$ cat config.mk
export PLATFORM = sky130hd
export DESIGN_NAME = fft_reorder_buffer
export DESIGN_NICKNAME = d
export VERILOG_FILES = /design/src/rtl/fft_reorder_buffer_pkg.sv /design/src/rtl/fft_reorder_bank.sv /design/src/rtl/fft_reorder_buffer.sv
export SDC_FILE = /design/constraint.sdc
export NUM_CORES = 1
export LEC_CHECK = 0
export ABC_CLOCK_PERIOD_IN_PS = 5500
export BUFFER_PORTS_ARGS = -buffer_cell sky130_fd_sc_hd__buf_2
export CAP_MARGIN = 20
export CORE_MARGIN = 5
export CORE_UTILIZATION = 52
export DETAILED_ROUTE_END_ITERATION = 16
export GPL_ROUTABILITY_DRIVEN = 0
export PLACE_DENSITY = 0.69
export SLEW_MARGIN = 20
export SYNTH_ARGS = -nofsm -noshare
export SYNTH_HDL_FRONTEND = slang
export SYNTH_SLANG_ARGS = --single-unit
$ cat constraint.sdc
create_clock -name clk_i -period 5.5 [get_ports clk_i]
set_input_delay 0.55 -clock clk_i [delete_from_list [all_inputs] [get_ports clk_i]]
set_output_delay 0.55 -clock clk_i [all_outputs]
set_load 0.005 [all_outputs]
$ cat src/rtl/fft_reorder_buffer_pkg.sv
// Shared types and helpers for the FFT output reorder buffer.
package fft_pkg;

   localparam int SIZE_OF_SIGNAL = 50;
   localparam int NUM_POINTS     = 8;
   localparam int IDX_W          = 3;

   typedef enum logic [1:0] {EMPTY, FILLING, FULL, READING} bank_state_e;

   // Per-bank strobes generated by the top-level handshake logic.
   typedef struct packed {
      logic wr_en;    // accept into this bank
      logic commit;   // this accept completes the frame
      logic rd_xfer;  // output transfer from this bank
      logic rd_last;  // that transfer is bin 7
   } bank_ctrl_t;

   // Butterfly position -> frequency bin.
   function automatic logic [IDX_W-1:0] bitrev3(input logic [IDX_W-1:0] i);
      return {i[0], i[1], i[2]};
   endfunction

   function automatic logic signed [SIZE_OF_SIGNAL/2-1:0] re_of(input logic [SIZE_OF_SIGNAL-1:0] w);
      return w[SIZE_OF_SIGNAL-1:SIZE_OF_SIGNAL/2];
   endfunction

   function automatic logic signed [SIZE_OF_SIGNAL/2-1:0] im_of(input logic [SIZE_OF_SIGNAL-1:0] w);
      return w[SIZE_OF_SIGNAL/2-1:0];
   endfunction

endpackage

$ cat src/rtl/fft_reorder_bank.sv
// One 8-entry frame bank: storage, written mask and lifecycle state.
module fft_reorder_bank
   import fft_pkg::*;
#(
   parameter int W = SIZE_OF_SIGNAL
) (
   input  logic                   clk_i,
   input  logic                   rst_i,
   input  bank_ctrl_t             ctrl,
   input  logic [IDX_W-1:0]       wr_addr,
   input  logic [W-1:0]           wr_data,
   input  logic [IDX_W-1:0]       rd_addr,
   output logic [W-1:0]           rd_data,
   output logic [NUM_POINTS-1:0]  mask,
   output bank_state_e            state
);

   logic [NUM_POINTS-1:0][W-1:0] mem;

   // Storage is deliberately not reset: unwritten bins replay stale contents.
   always_ff @(posedge clk_i) begin
      if (ctrl.wr_en) mem[wr_addr] <= wr_data;
   end

   assign rd_data = mem[rd_addr];

   // Lifecycle: writes and reads never target the same bank in one cycle.
   always_ff @(posedge clk_i) begin
      if (rst_i) begin
         state <= EMPTY;
         mask  <= '0;
      end else if (ctrl.wr_en) begin
         mask[wr_addr] <= 1'b1;
         state         <= ctrl.commit ? FULL : FILLING;
      end else if (ctrl.rd_xfer) begin
         if (ctrl.rd_last) begin
            state <= EMPTY;
            mask  <= '0;
         end else begin
            state <= READING;
         end
      end
   end

endmodule

$ cat src/rtl/fft_reorder_buffer.sv
// Ping-pong reorder buffer: bit-reversed butterfly output in, natural bin order out.
module fft_reorder_buffer #(
   parameter int SIZE_OF_SIGNAL = 50,
   parameter int NUM_POINTS     = 8
) (
   input  logic                      clk_i,
   input  logic                      rst_i,
   input  logic [SIZE_OF_SIGNAL-1:0] in_data_i,
   input  logic [2:0]                in_idx_i,
   input  logic                      in_valid_i,
   output logic                      in_ready_o,
   output logic [SIZE_OF_SIGNAL-1:0] out_data_o,
   output logic [2:0]                out_idx_o,
   output logic                      out_valid_o,
   input  logic                      out_ready_i,
   output logic                      out_last_o,
   output logic                      frame_err_o
);
   import fft_pkg::*;

   localparam logic [IDX_W-1:0] LAST_IDX = IDX_W'(NUM_POINTS - 1);

   logic                               wr_bank, rd_bank;
   logic [IDX_W-1:0]                   wr_cnt, rd_ptr, wr_addr;
   logic                               frame_err_q;
   logic                               accept, commit, xfer;
   logic [1:0][SIZE_OF_SIGNAL-1:0]     rd_data;
   logic [1:0][NUM_POINTS-1:0]         mask;
   logic [NUM_POINTS-1:0]              mask_next;
   bank_state_e                        state [2];
   bank_state_e                        wr_state, rd_state;

   assign wr_addr  = bitrev3(in_idx_i);
   assign wr_state = state[wr_bank];
   assign rd_state = state[rd_bank];

   // Handshakes come from registered bank state, so a bank freed by the last
   // read only starts accepting on the following cycle.
   assign in_ready_o  = !rst_i && (wr_state == EMPTY || wr_state == FILLING);
   assign out_valid_o = !rst_i && (rd_state == FULL  || rd_state == READING);
   assign out_last_o  = out_valid_o && (rd_ptr == LAST_IDX);
   assign out_idx_o   = rst_i ? '0 : rd_ptr;
   assign out_data_o  = rd_data[rd_bank];
   assign frame_err_o = frame_err_q && !rst_i;

   assign accept    = in_valid_i && in_ready_o;
   assign commit    = accept && (wr_cnt == LAST_IDX);
   assign xfer      = out_valid_o && out_ready_i;
   assign mask_next = mask[wr_bank] | (NUM_POINTS'(1) << wr_addr);

   generate
      for (genvar b = 0; b < 2; b++) begin : g_bank
         bank_ctrl_t ctrl;
         assign ctrl.wr_en   = accept && (wr_bank == 1'(b));
         assign ctrl.commit  = commit;
         assign ctrl.rd_xfer = xfer && (rd_bank == 1'(b));
         assign ctrl.rd_last = out_last_o;

         fft_reorder_bank #(.W(SIZE_OF_SIGNAL)) u_bank (
            .clk_i   (clk_i),
            .rst_i   (rst_i),
            .ctrl    (ctrl),
            .wr_addr (wr_addr),
            .wr_data (in_data_i),
            .rd_addr (rd_ptr),
            .rd_data (rd_data[b]),
            .mask    (mask[b]),
            .state   (state[b])
         );
      end
   endgenerate

   // Write/read pointers, bank selects and the incomplete-frame pulse.
   always_ff @(posedge clk_i) begin
      if (rst_i) begin
         wr_bank     <= 1'b0;
         rd_bank     <= 1'b0;
         wr_cnt      <= '0;
         rd_ptr      <= '0;
         frame_err_q <= 1'b0;
      end else begin
         // Duplicates still count, so a short mask is only visible at commit.
         frame_err_q <= commit && (mask_next != '1);
         if (accept) begin
            if (commit) begin
               wr_cnt  <= '0;
               wr_bank <= ~wr_bank;
            end else begin
               wr_cnt  <= wr_cnt + 3'd1;
            end
         end
         if (xfer) begin
            if (out_last_o) begin
               rd_ptr  <= '0;
               rd_bank <= ~rd_bank;
            end else begin
               rd_ptr  <= rd_ptr + 3'd1;
            end
         end
      end
   end

endmodule

== Word-level counts from Yosys, hierarchy flattened ==
Cells that the tools add are included.
Storage, ports and cells
  output and inout port bits: 57
  input bits: 57
  word-level logic and storage cells: 107
  flip-flop bits (word level): 829
Cells by class
  shift operators: 1
  eq/ne operators: 6
  reduce and logical (&&, ||, !) cells: 25
  $lt $le $gt $ge: 7
  add/sub/neg operators: 2
  multiplexer cells: 34
  bitwise gates (word level): 7
Operator list (number)
  $bwmux 400: 2
  $bmux 50 s3: 2
  $mux 50: 5
  $demux 50 s3: 1
  $mux 8: 7
  $mux 2: 12
  $or 8x8->8: 3
  $logic_and 1x1->1: 13
  $mux 3: 3
  $lt 3x4->1 const B: 2
  $ne 8x8->1 const B: 1
  $reduce_and 2->1: 4
  $reduce_bool 2->1: 4
  $shl 1x3->8 const A: 1
  $add 3x1->3 const B: 2
  $eq 3x3->1 const B: 2
  $eq 2x2->1 const B: 2
  $ge 2x2->1 const B: 2
  $lt 1x2->1 const B: 2
  $not 1->2: 2
  $demux 1 s3: 1
  $ge 3x1->1 const B: 1
  $eq 2x1->1 const B: 1
  $logic_not 2->1: 1
  4 further kinds: 6

== Longest topological paths before layout ==
Gate-level depths: netlist of run 1.
  word-level depth: 11
  gate-level depth with buffers: 7
  mapped depth without buffers: 6

== Cells and area by module ==
A second synthesis of run 1 with hierarchy kept.
Second synthesis, totals
  cells, all modules: 1379
  area total of the unflattened synthesis: 32841.5 um^2
Modules (own cells, without submodules)
  fft_reorder_bank: instances 2, area each 15752.6 um^2, sequential area each 12211.7 um^2, cells an instance 616
  fft_reorder_buffer: instances 1, area each 1336.3 um^2, sequential area each 180.2 um^2, cells an instance 147

== Least setup slack after synthesis of run 1 ==
OpenSTA, ideal clock, no wires.
  path kind: in2reg
  start point: in in_idx_i[1]
  end point: reg g_bank[0].u_bank.mem[100] in the netlist's numbering, enable pin
  data required time: 5041 ps
  setup time: 459 ps
  slack: 1610 ps
  stages: 3
  path buffers: 1
  data arrival time: 3431 ps
  path through: clkbuf_1 or3b_2 nor2_1
RTL lines
  start, declared: line fft_reorder_buffer.sv:9  | input logic [2:0] in_idx_i,
  end signal, assigned by index: line fft_reorder_bank.sv:22  | if (ctrl.wr_en) mem[wr_addr] <= wr_data;
  end, declared: line fft_reorder_bank.sv:18  | logic [NUM_POINTS-1:0][W-1:0] mem;

== Final worst setup path of run 1 ==
  start point: reg rd_ptr[0]
  end point: out out_data_o[44]
On the way
  word-level cells in the longest chain between the ends: 4
  elaborated cells on any way between the ends: 6
  classes of those cells: mux (6)
Ends and longest elaborated chain
  start, declared: line fft_reorder_buffer.sv:24  | logic [IDX_W-1:0] wr_cnt, rd_ptr, wr_addr;
  start signal, assigned: line fft_reorder_buffer.sv:97  | rd_ptr <= rd_ptr + 3'd1;
  $bmux 50 s3: line fft_reorder_bank.sv:25  | assign rd_data = mem[rd_addr];
  $mux 50 (not written as such): line fft_reorder_bank.sv:25
  $mux 50 (not written as such) (*) (2 in series): line fft_reorder_buffer.sv:43  | assign out_data_o = rd_data[rd_bank];
  end, declared: line fft_reorder_buffer.sv:12  | output logic [SIZE_OF_SIGNAL-1:0] out_data_o,
Every way passes the cells marked *; elsewhere a longest branch is shown, timed or not. The select of a mux whose other input is x is not followed.

==> metrics list, run 1 <==
* Crit start category: flip-flop
- Static leakage: about 11 nW
- On the critical path the largest part of the delay comes from flip-flops.
* Max-slew violation total from the final report: 0
* Start point of the worst min-delay path: in_valid_i
- Post-synth top area cell: sky130_fd_sc_hd__edfxtp_1
- After global routing the overflow that remains totals 0.
* Crit Reg-Reg Startpoint: wr_bank
* Die Footprint: approximately 65000 sq um
- The share of total power dissipated in combinational logic is 0.014.
- In this run the vertical extent of the chip is between 200 and 300 microns.
- CTS saw about 830 sinks.
* Post-CTS Repair Setup Buffers: 0
- Largest net degree at the start of global routing: approximately 70
- Top flip-flop cell by instance count after synthesis: sky130_fd_sc_hd__edfxtp_1
- Number of register bits inferred by synthesis: about 830
* Maximum ir drop on the vdd rail: 0.214 mV
- STA classifies the critical path endpoint as an output pin.
- Maximum clock path buffer count: 3
- Data arrives at the worst endpoint at between 3 and 4 ns.
- The worst hold path terminates at g_bank[0].u_bank.state[1].
- For this run, the number of Yosys warnings is 0.
* Number of buffer and inverter instances along the worst setup path: 2
- For this run, design rule violations remaining after detail routing come to 0.
* Number of distinct standard cells referenced by the synthesized netlist: 40
* Worst-path clk slew: 0.06 ns
- Once detail routing completed, the nets flagged for antenna violations numbered 0.
- Headroom to the max-slew limit: 0.276
- When the netlist entered floorplanning its net count stood at ~1500.
- Yosys mapped a number of flops with a built-in enable equal to 800.
- The number of antenna violations at the first check in global routing is 3.
- Final total power: between 10 and 15 mW
- Of the cells placed in the final design, the portion with a size suffix greater than 1 is 0.297.
* Clock tree from TritonCTS: built
- In the global route stage, overall resource usage came out at 0.200.
- Dividing total power by cell area gives a power density of about 350 nW/um^2.
* Final-layout setup total negative slack: 0 ns
* Post-DP HPWL: about 36 mm
- FILL cells: 4088
- Setup repair after global routing left no endpoint under its margin.
- Fin crit period: 3.79 ns
- Initial Util: 0.527
- Internal Pwr Total: between 10 and 15 mW
- Power share of the clock group: 0.427
- Via count of the first global-routing pass: between 15000 and 20000
- The analysis attributes to net switching a power of about 2.4 mW.
- The clock reaches the later pin of the worst-skew pair after 0.62 ns.
- Synthesized area: 31200 sq um
- The endpoint identified for the worst register-to-register timing path is g_bank[0].u_bank.mem[127].
* Rows: ~90
- I/O pin total: 114
* Mean area per synthesized cell: ~22 sq um
- Hold repair after CTS inserted 0 buffers.
* DR vias/cell: 6.13
* Routed length per placed instance: 27.1 microns
- The first global-routing pass estimated between 90 and 100 mm of wire.
- Max frequency: ~260 MHz
- The worst setup path is of the reg -> out kind.
- Share of the synthesized area in the top cell type: 0.769
- For the pin with the worst max-slew slack, the measured transition is about 1.1 ns.
* Count of vias placed by the detailed router: approximately 15000
* Count leader, synth: sky130_fd_sc_hd__edfxtp_1
- At the worst endpoint, the required time is 4.95 ns.
- The worst hold path was traced through 3 stages.
- The setup check on the worst reg-to-reg path leaves a slack of roughly 2.5 ns.
- WHS: between 0.2 and 0.25 ns
- R2r worst-path depth: 4
- Once layout is complete, the utilization of the core stands at 0.599.
- Area of the placeable core: slightly below 60000 sq um
* Sequential share of the synthesized area: 0.786
- Number of design-rule violations left by the first detailed-router iteration: 1547
- Instance count of the mapped netlist: about 1400
- Counting instances in the post-synthesis netlist gives the leading cell types as sky130_fd_sc_hd__edfxtp_1 (800), sky130_fd_sc_hd__mux4_2 (196), sky130_fd_sc_hd__a22oi_1 (85), sky130_fd_sc_hd__nand2_1 (49), sky130_fd_sc_hd__nor2_1 (44).
- The clock arrives with approximately 0.022 ns of skew.
- Max Cap Viol: 0
- CP max FO: 40
- Of the total power, registers draw 0.559.
* Number of nets in the finished design: approximately 1600
* Top cells by area in the synthesized netlist: sky130_fd_sc_hd__edfxtp_1 (77%), sky130_fd_sc_hd__mux4_2 (14%), sky130_fd_sc_hd__a22oi_1 (2.0%), sky130_fd_sc_hd__dfxtp_1 (1.7%), sky130_fd_sc_hd__nand2_1 (0.59%)
- The final layout contains routed wiring with a total length of 64.5 mm.
* Cts repair resizes: 0
- Outcome: finished, final reports clean
* Tightest Hold Check Type: in -> reg
- Share of the clock period used by the worst path: 0.688
- Setup Viol. Count Final: 0
- Port buffering added between 100 and 150 buffers.
- Crit-path max cell delay: roughly 0.9 ns
* Switching Fraction: 0.189
- Traced cell by cell, the critical path runs through buf_4, mux4_2, a22oi_1, nand2_1, buf_2.
- Clock tree synthesis inserted a total of 82 buffers.
- The final hold violation count was 0.
- The slowest stage of the critical path belongs to the cell sky130_fd_sc_hd__dfxtp_4.
- The clock tree synthesis step divided the H-tree into 3 levels.
- Relative to the synthesized area, the layout overhead comes to 13.5%.
- Die Width: 255 microns
- Clock tree synthesis selected as its root buffer the cell sky130_fd_sc_hd__clkbuf_16.
* DR pass1 iterations: 5
- Counting flops with an async set or reset pin after synthesis yields a share of 0.
-- placed cells by master (no fill, tap or decap), drive strengths merged, types with 4 or more instances in the layout --
cell and n:
edfxtp 800, mux4 199, buf 148, clkbuf 106, a22oi 85, nand2 49, nor2 44, clkinv 28
dfxtp 27, o22ai 16, mux2i 14, a21oi 12, nor2b 11, o21a 8, nand3 7, inv 7
bufinv 5, nand2b 4, ha 4
-- flip-flops by register name, summed over array words and instances, names as in the netlist --
register             count
g_bank.u_bank.mem      800
frame_err_q              1
wr_cnt                   3
g_bank.u_bank.mask      16
rd_bank                  1
g_bank.u_bank.state      2
wr_bank                  1
rd_ptr                   3
-- worst min-delay path, delay by kind of cell --
kind / cells / cell delay [ns]
and+or+nand+nor: 1 / 0.07
buffers and inverters: 1 / 0.12
AOI/OAI and AO/OA: 1 / 0.06
-- worst max-delay path by stage --
stage | from | cells after the start | slack (ns) | end
after floorplan | in_idx_i[1] | 3 | 1.61 | g_bank[0].u_bank.mem[100]
after detailed placement | rst_i | 4 | 1.95 | g_bank[1].u_bank.mem[225]
after global routing | rd_ptr[0] | 5 | 1.55 | out_data_o[44]
after global placement | rst_i | 4 | 2.07 | g_bank[1].u_bank.mem[225]
final | rd_ptr[0] | 5 | 1.71 | out_data_o[44]
after CTS | rd_ptr[0] | 5 | 1.64 | out_data_o[44]
-- cells by family (layout without fill, tap and decap cells) --
family,after synthesis,count (layout),synth area share
flops,827,827,0.786
fa+ha+maj,4,4,0.00160
simple gates,129,129,0.0185
compound gates,133,133,0.0303
other cells,0,3,0
xor+xnor,1,1,0.000280
buf+inv,83,295,0.0147
mux,213,213,0.148
-- per-layer routing --
layer	GRT usage	share of wire
met1	0.295	0.42
met2	0.321	0.50
met3	0.0353	0.068
met4	0.0487	0.016
met5	0	0
-- final cells by class --
class / instances / area [sq um] / share of cell area
Sequential cell: 827 / 24600 / 0.693
Multi-Input combinational cell: 480 / 6360 / 0.179
Clock buffer: 106 / 2250 / 0.0634
Timing Repair Buffer: 148 / 998 / 0.0282
Tap cell: 773 / 967 / 0.0273
Clock inverter: 35 / 288 / 0.00811
Inverter: 6 / 22.5 / 0.000635
Antenna cell: 3 / 7.51 / 0.000212
-- per-stage QoR --
stage	cells	setup slack [ns]	instance area [sq um]
2_1_floorplan	1390	1.61	31200
3_3_place_gp	2233	2.07	32900
3_5_place_dp	2233	1.95	32900
4_1_cts	2374	1.64	35400
5_1_grt	2376	1.55	35500
6_report	2378	1.71	35500
-- power by group through the flow --
stage | Sequential (mW) | Combinational, mW | Clock, mW
4_1_cts | 6.95 | 0.173 | 5.40
6_report | 6.95 | 0.171 | 5.31
2_1_floorplan | 7.09 | 0.0421 | 0
3_5_place_dp | 7.08 | 0.173 | 0
3_3_place_gp | 7.08 | 0.164 | 0
5_1_grt | 6.95 | 0.187 | 5.68
No activity file was read; power rests on OpenSTA's default activity.
==> inputs of run 2 (changes only) <==
Settings changed: ABC_AREA set to 1, ABC_CLOCK_PERIOD_IN_PS 5500 to 3500.
Clock period 5.5 ns to 3.5 ns, I/O delays scaled along.
==> metrics list, run 2 <==
* Post-synth top area cell: sky130_fd_sc_hd__edfxtp_1
* DR pass1 iterations: 5 (unchanged)
- Final wirelength: 78.4 mm (+21%)
- The power per cell area is 534 nW/um^2 (+52%).
* Register ranked first by flip-flop count: g_bank.u_bank.mem
- The total half-perimeter wirelength after legalization and detailed placement is 39.8 mm (+11%).
- The total congestion overflow is 0 (unchanged).
* R2r worst-path depth: 5 (+1)
* Count of vias placed by the detailed router: 20588 (+41%)
- The tree is rooted in a sky130_fd_sc_hd__clkbuf_16.
* Clock tree from TritonCTS: built
* Number of register bits inferred by synthesis: 827 (unchanged)
- Crit Reg-Reg Startpoint: wr_bank
* Post-Syn Nets: 2597 (+79%)
* Clock latency of the later-clocked register in the worst-skew pair: 0.62 ns (about the same)
- The path class of the tightest hold or removal check is in -> reg.
* Fin crit period: about 3.1 ns
* Number of levels the H-tree was split into: 3 (unchanged)
- First-pass GRT wire length: 120 mm (+24%)
- The number of fill cells in the layout was 4782 (+17%).
* Die Footprint: 68200 sq um (+4.8%)
- Net load switching power: 3.84 mW (+63%)
- The number of slew-limit violations in the final report came to 0 (unchanged).
* Terminus of the critical flop-to-flop path: g_bank[1].u_bank.mem[85]
* Number of failing hold endpoints at the final stage: 0 (unchanged)
* Met2 routed wirelength: 39.5 mm (+23%)
- Most frequent standard cell in the layout excluding fill and tap cells: sky130_fd_sc_hd__edfxtp_1
- Placed Area: 34400 sq um (+4.6%)
* Setup Viol. Count Final: 0 (unchanged)
- The proportion of power drawn by flip-flops and latches was 0.551 (-0.008).
- The setup path with the least slack is of type reg -> out.
- The utilization of the core after routing was 0.591 (-0.00777).
- Worst hold endpoint: wr_cnt[2]
- The share of Yosys cell area claimed by the top area cell type was 0.732 (-0.0365).
* CTS Buf Count: 83 (+1.2%)
- WHS: 0.0806 ns (-0.151 ns)
* Cts repair resizes: 0 (unchanged)
- Post-CTS Repair Setup Buffers: 0 (unchanged)
- Share of the clock period used by the worst path: 0.900
- Via count of the first global-routing pass: 20252 (+33%)
- The largest fanout on the critical path came to 94 (+140%).
- Maximum clock path buffer count: 3 (unchanged)
- Largest registers in the final layout: g_bank.u_bank.mem: 800 flops, g_bank.u_bank.mask: 16 flops
* Largest net degree at the start of global routing: 224 (+210%)
- Setup slack on the worst flop-to-flop path: 0.53 ns (-1.99 ns)
- Number of cells on the worst hold path: 2 (-1)
- Remaining design rule violation count: 0 (unchanged)
- The relative contribution of combinational cells to total power was 0.014 (about the same).
* Count of input and output buffers: 113 (unchanged)
- Transition time of the tightest slew-check pin: 1.06 ns (-0.0272 ns)
- Height of the die: 261 microns (+2.4%)
- Relative to the synthesized area, the layout overhead comes to 13.0%.
* Rows: 92 (+3.4%)
- Number of design-rule violations left by the first detailed-router iteration: 2357 (+52%)
- Final-layout setup total negative slack: 0 ns (unchanged)
* Sequential share of the synthesized area: 0.749 (-0.0373)
* Number of sinks driven by the clock tree: 827 (unchanged)
* Power share of the clock group: 0.435 (+0.008)
- Count of hold-fix buffers inserted at cts: 0 (unchanged)
- Die Width: 261 microns (+2.4%)
- Capturing element type of the critical path: output pin
* Maximum ir drop on the vdd rail: 0.427 mV (+99%)
- Setup repair after global routing missed its margin: no
* Final standard cell area without fillers: 37100 sq um (+4.5%)
* Worst-path clk slew: 0.06 ns (about the same)
- Internal Pwr Total: 16.0 mW (+58%)
- The post-layout total power came to 19.8 mW (+59%).
* Mean area per synthesized cell: 12.9 sq um (-42%)
* Area of the placeable core: 62700 sq um (+5.9%)
- Headroom to the max-slew limit: 0.296 (+0.0196)
- Share of flip-flops with an asynchronous set or reset after synthesis: 0 (unchanged)
* Cell types with the highest counts after synthesis: sky130_fd_sc_hd__edfxtp_1 (800), sky130_fd_sc_hd__nor2_1 (600), sky130_fd_sc_hd__o21ai_0 (403), sky130_fd_sc_hd__o211ai_1 (200), sky130_fd_sc_hd__nand3_1 (133)
- Count leader, synth: sky130_fd_sc_hd__edfxtp_1
* Max reg flops: 800 (unchanged)
* I/O pin total: 114 (unchanged)
- Top library cells by usage in the layout, fill and taps aside: sky130_fd_sc_hd__edfxtp_1 (800), sky130_fd_sc_hd__nor2_1 (584), sky130_fd_sc_hd__o21ai_0 (403), sky130_fd_sc_hd__o211ai_1 (200), sky130_fd_sc_hd__nand3_1 (133)
- The effective utilization at floorplan was 0.523 (-0.00455).
* Switching Fraction: 0.194 (+0.00477)
* Warnings from Yosys: 0 (unchanged)
* Top cells by area in the synthesized netlist: sky130_fd_sc_hd__edfxtp_1 (73%), sky130_fd_sc_hd__nor2_1 (6.9%), sky130_fd_sc_hd__o21ai_0 (6.1%), sky130_fd_sc_hd__o211ai_1 (4.6%), sky130_fd_sc_hd__nand3_1 (2.0%)
* Max frequency: between 300 and 400 MHz
* Top layer reached by signal wires: met5
- Number of nets in the finished design: 2679 (+67%)
- Number of distinct standard cells referenced by the synthesized netlist: 24 (-40%)
* Initial antenna violation count: 8 (+5)
- The remaining antenna violation count is 0 (unchanged).
- The routed wirelength normalized by instance count was 22.2 microns (-18%).
- Met1 wire length: 32.5 mm (+20%)
* Crit path DAT: 2.80 ns (-0.44 ns)
- Data required time of the worst path: 3.15 ns (-1.80 ns)
* Synthesized area: 32800 sq um (+5.0%)
* Fraction of final layout cells sized beyond drive strength 1: 0.114 (-0.183)
- Top flip-flop cell by instance count after synthesis: sky130_fd_sc_hd__edfxtp_1
* DR vias/cell: 5.83 (-5.0%)
- The number of enable flip-flop cells after synthesis was 800 (unchanged).
* GRT Overall Usage: 0.228 (+0.0275)
- The post-route clock skew was 0.0134 ns (-0.00829 ns).
* Metal3 WL: 4.67 mm (+6.3%)
- The standby leakage power is 12.0 nW (+8.3%).
- Max Cap Viol: 0 (unchanged)
- The worst setup path is launched from a flip-flop.
- Instance count of the mapped netlist: 2536 (+82%)
- Outcome: finished, final reports clean
- Start point of the worst min-delay path: rst_i
[run 2: cell count changes after synthesis, sizes merged, moves of 74 or more]
cell	change
nor2	+557
o21ai	+407
o211ai	+200
mux4	-199
nand3	+127
a22oi	-85
clkbuf	+74
[run 2: power groups by stage]
stage / registers [mW] / clock network, mW / logic [mW]
final: 10.9 / 8.61 / 0.272
after global routing: 10.9 / 9.17 / 0.297
after CTS: 10.9 / 8.75 / 0.273
after detailed placement: 11.1 / 0 / 0.274
after global placement: 11.1 / 0 / 0.260
after floorplan: 11.1 / 0 / 0.0576
[run 2: cells by family after synthesis]
kind of cell,synth area share
DFF,0.749
buffers and inverters,0.0342
adders and majority gates,0.00153
and+or+nand+nor,0.100
AOI/OAI and AO/OA,0.115
[run 2: layout make-up]
class | instances | area (sq um) | share of cell area
repair buffers | 168 | 1330 | 0.0358
multi-input cells | 1482 | 7230 | 0.195
inverters | 56 | 223 | 0.00601
diodes | 2 | 5.00 | 0.000135
clock inverters | 43 | 382 | 0.0103
well taps | 846 | 1060 | 0.0286
flip-flops and latches | 827 | 24600 | 0.663
clock buffers | 110 | 2260 | 0.0610
[run 2: worst max-delay path by stage]
stage	slack (ns)	end	start	depth (start not counted)
6_report	0.35	out_data_o[49]	rd_ptr[0]	9
5_1_grt	0.20	out_data_o[23]	rd_ptr[0]	9
4_1_cts	0.33	out_data_o[49]	rd_ptr[0]	9
3_5_place_dp	0.55	g_bank[1].u_bank.mem[87]	wr_bank	5
3_3_place_gp	0.56	g_bank[1].u_bank.mem[79]	wr_bank	5
2_1_floorplan	-0.03	g_bank[1].u_bank.mem[0]	wr_bank	6
[run 2: critical path: stages, from the launching register on]
cell and delay [ns]:
sky130_fd_sc_hd__dfxtp_4 0.38, sky130_fd_sc_hd__inv_8 0.44, sky130_fd_sc_hd__buf_4 0.38, sky130_fd_sc_hd__nor2_1 0.07, sky130_fd_sc_hd__nor2_1 0.12, sky130_fd_sc_hd__o21ai_0 0.12
sky130_fd_sc_hd__o211ai_1 0.16, sky130_fd_sc_hd__nand3_1 0.16, sky130_fd_sc_hd__nand2_1 0.13, sky130_fd_sc_hd__buf_2 0.12
[run 2: metal layers]
layer / track usage / up-vias
met3: 0.0331 / 121
met5: 0 / -
met1: 0.309 / 10295
met2: 0.388 / 690
met4: 0.0677 / 4
li1: - / 9478
[run 2: stage by stage]
stage,setup slack [ns],cells
after CTS,0.333,3532
after detailed placement,0.546,3379
after global routing,0.198,3533
after global placement,0.565,3379
final,0.352,3534
after floorplan,-0.0311,2536
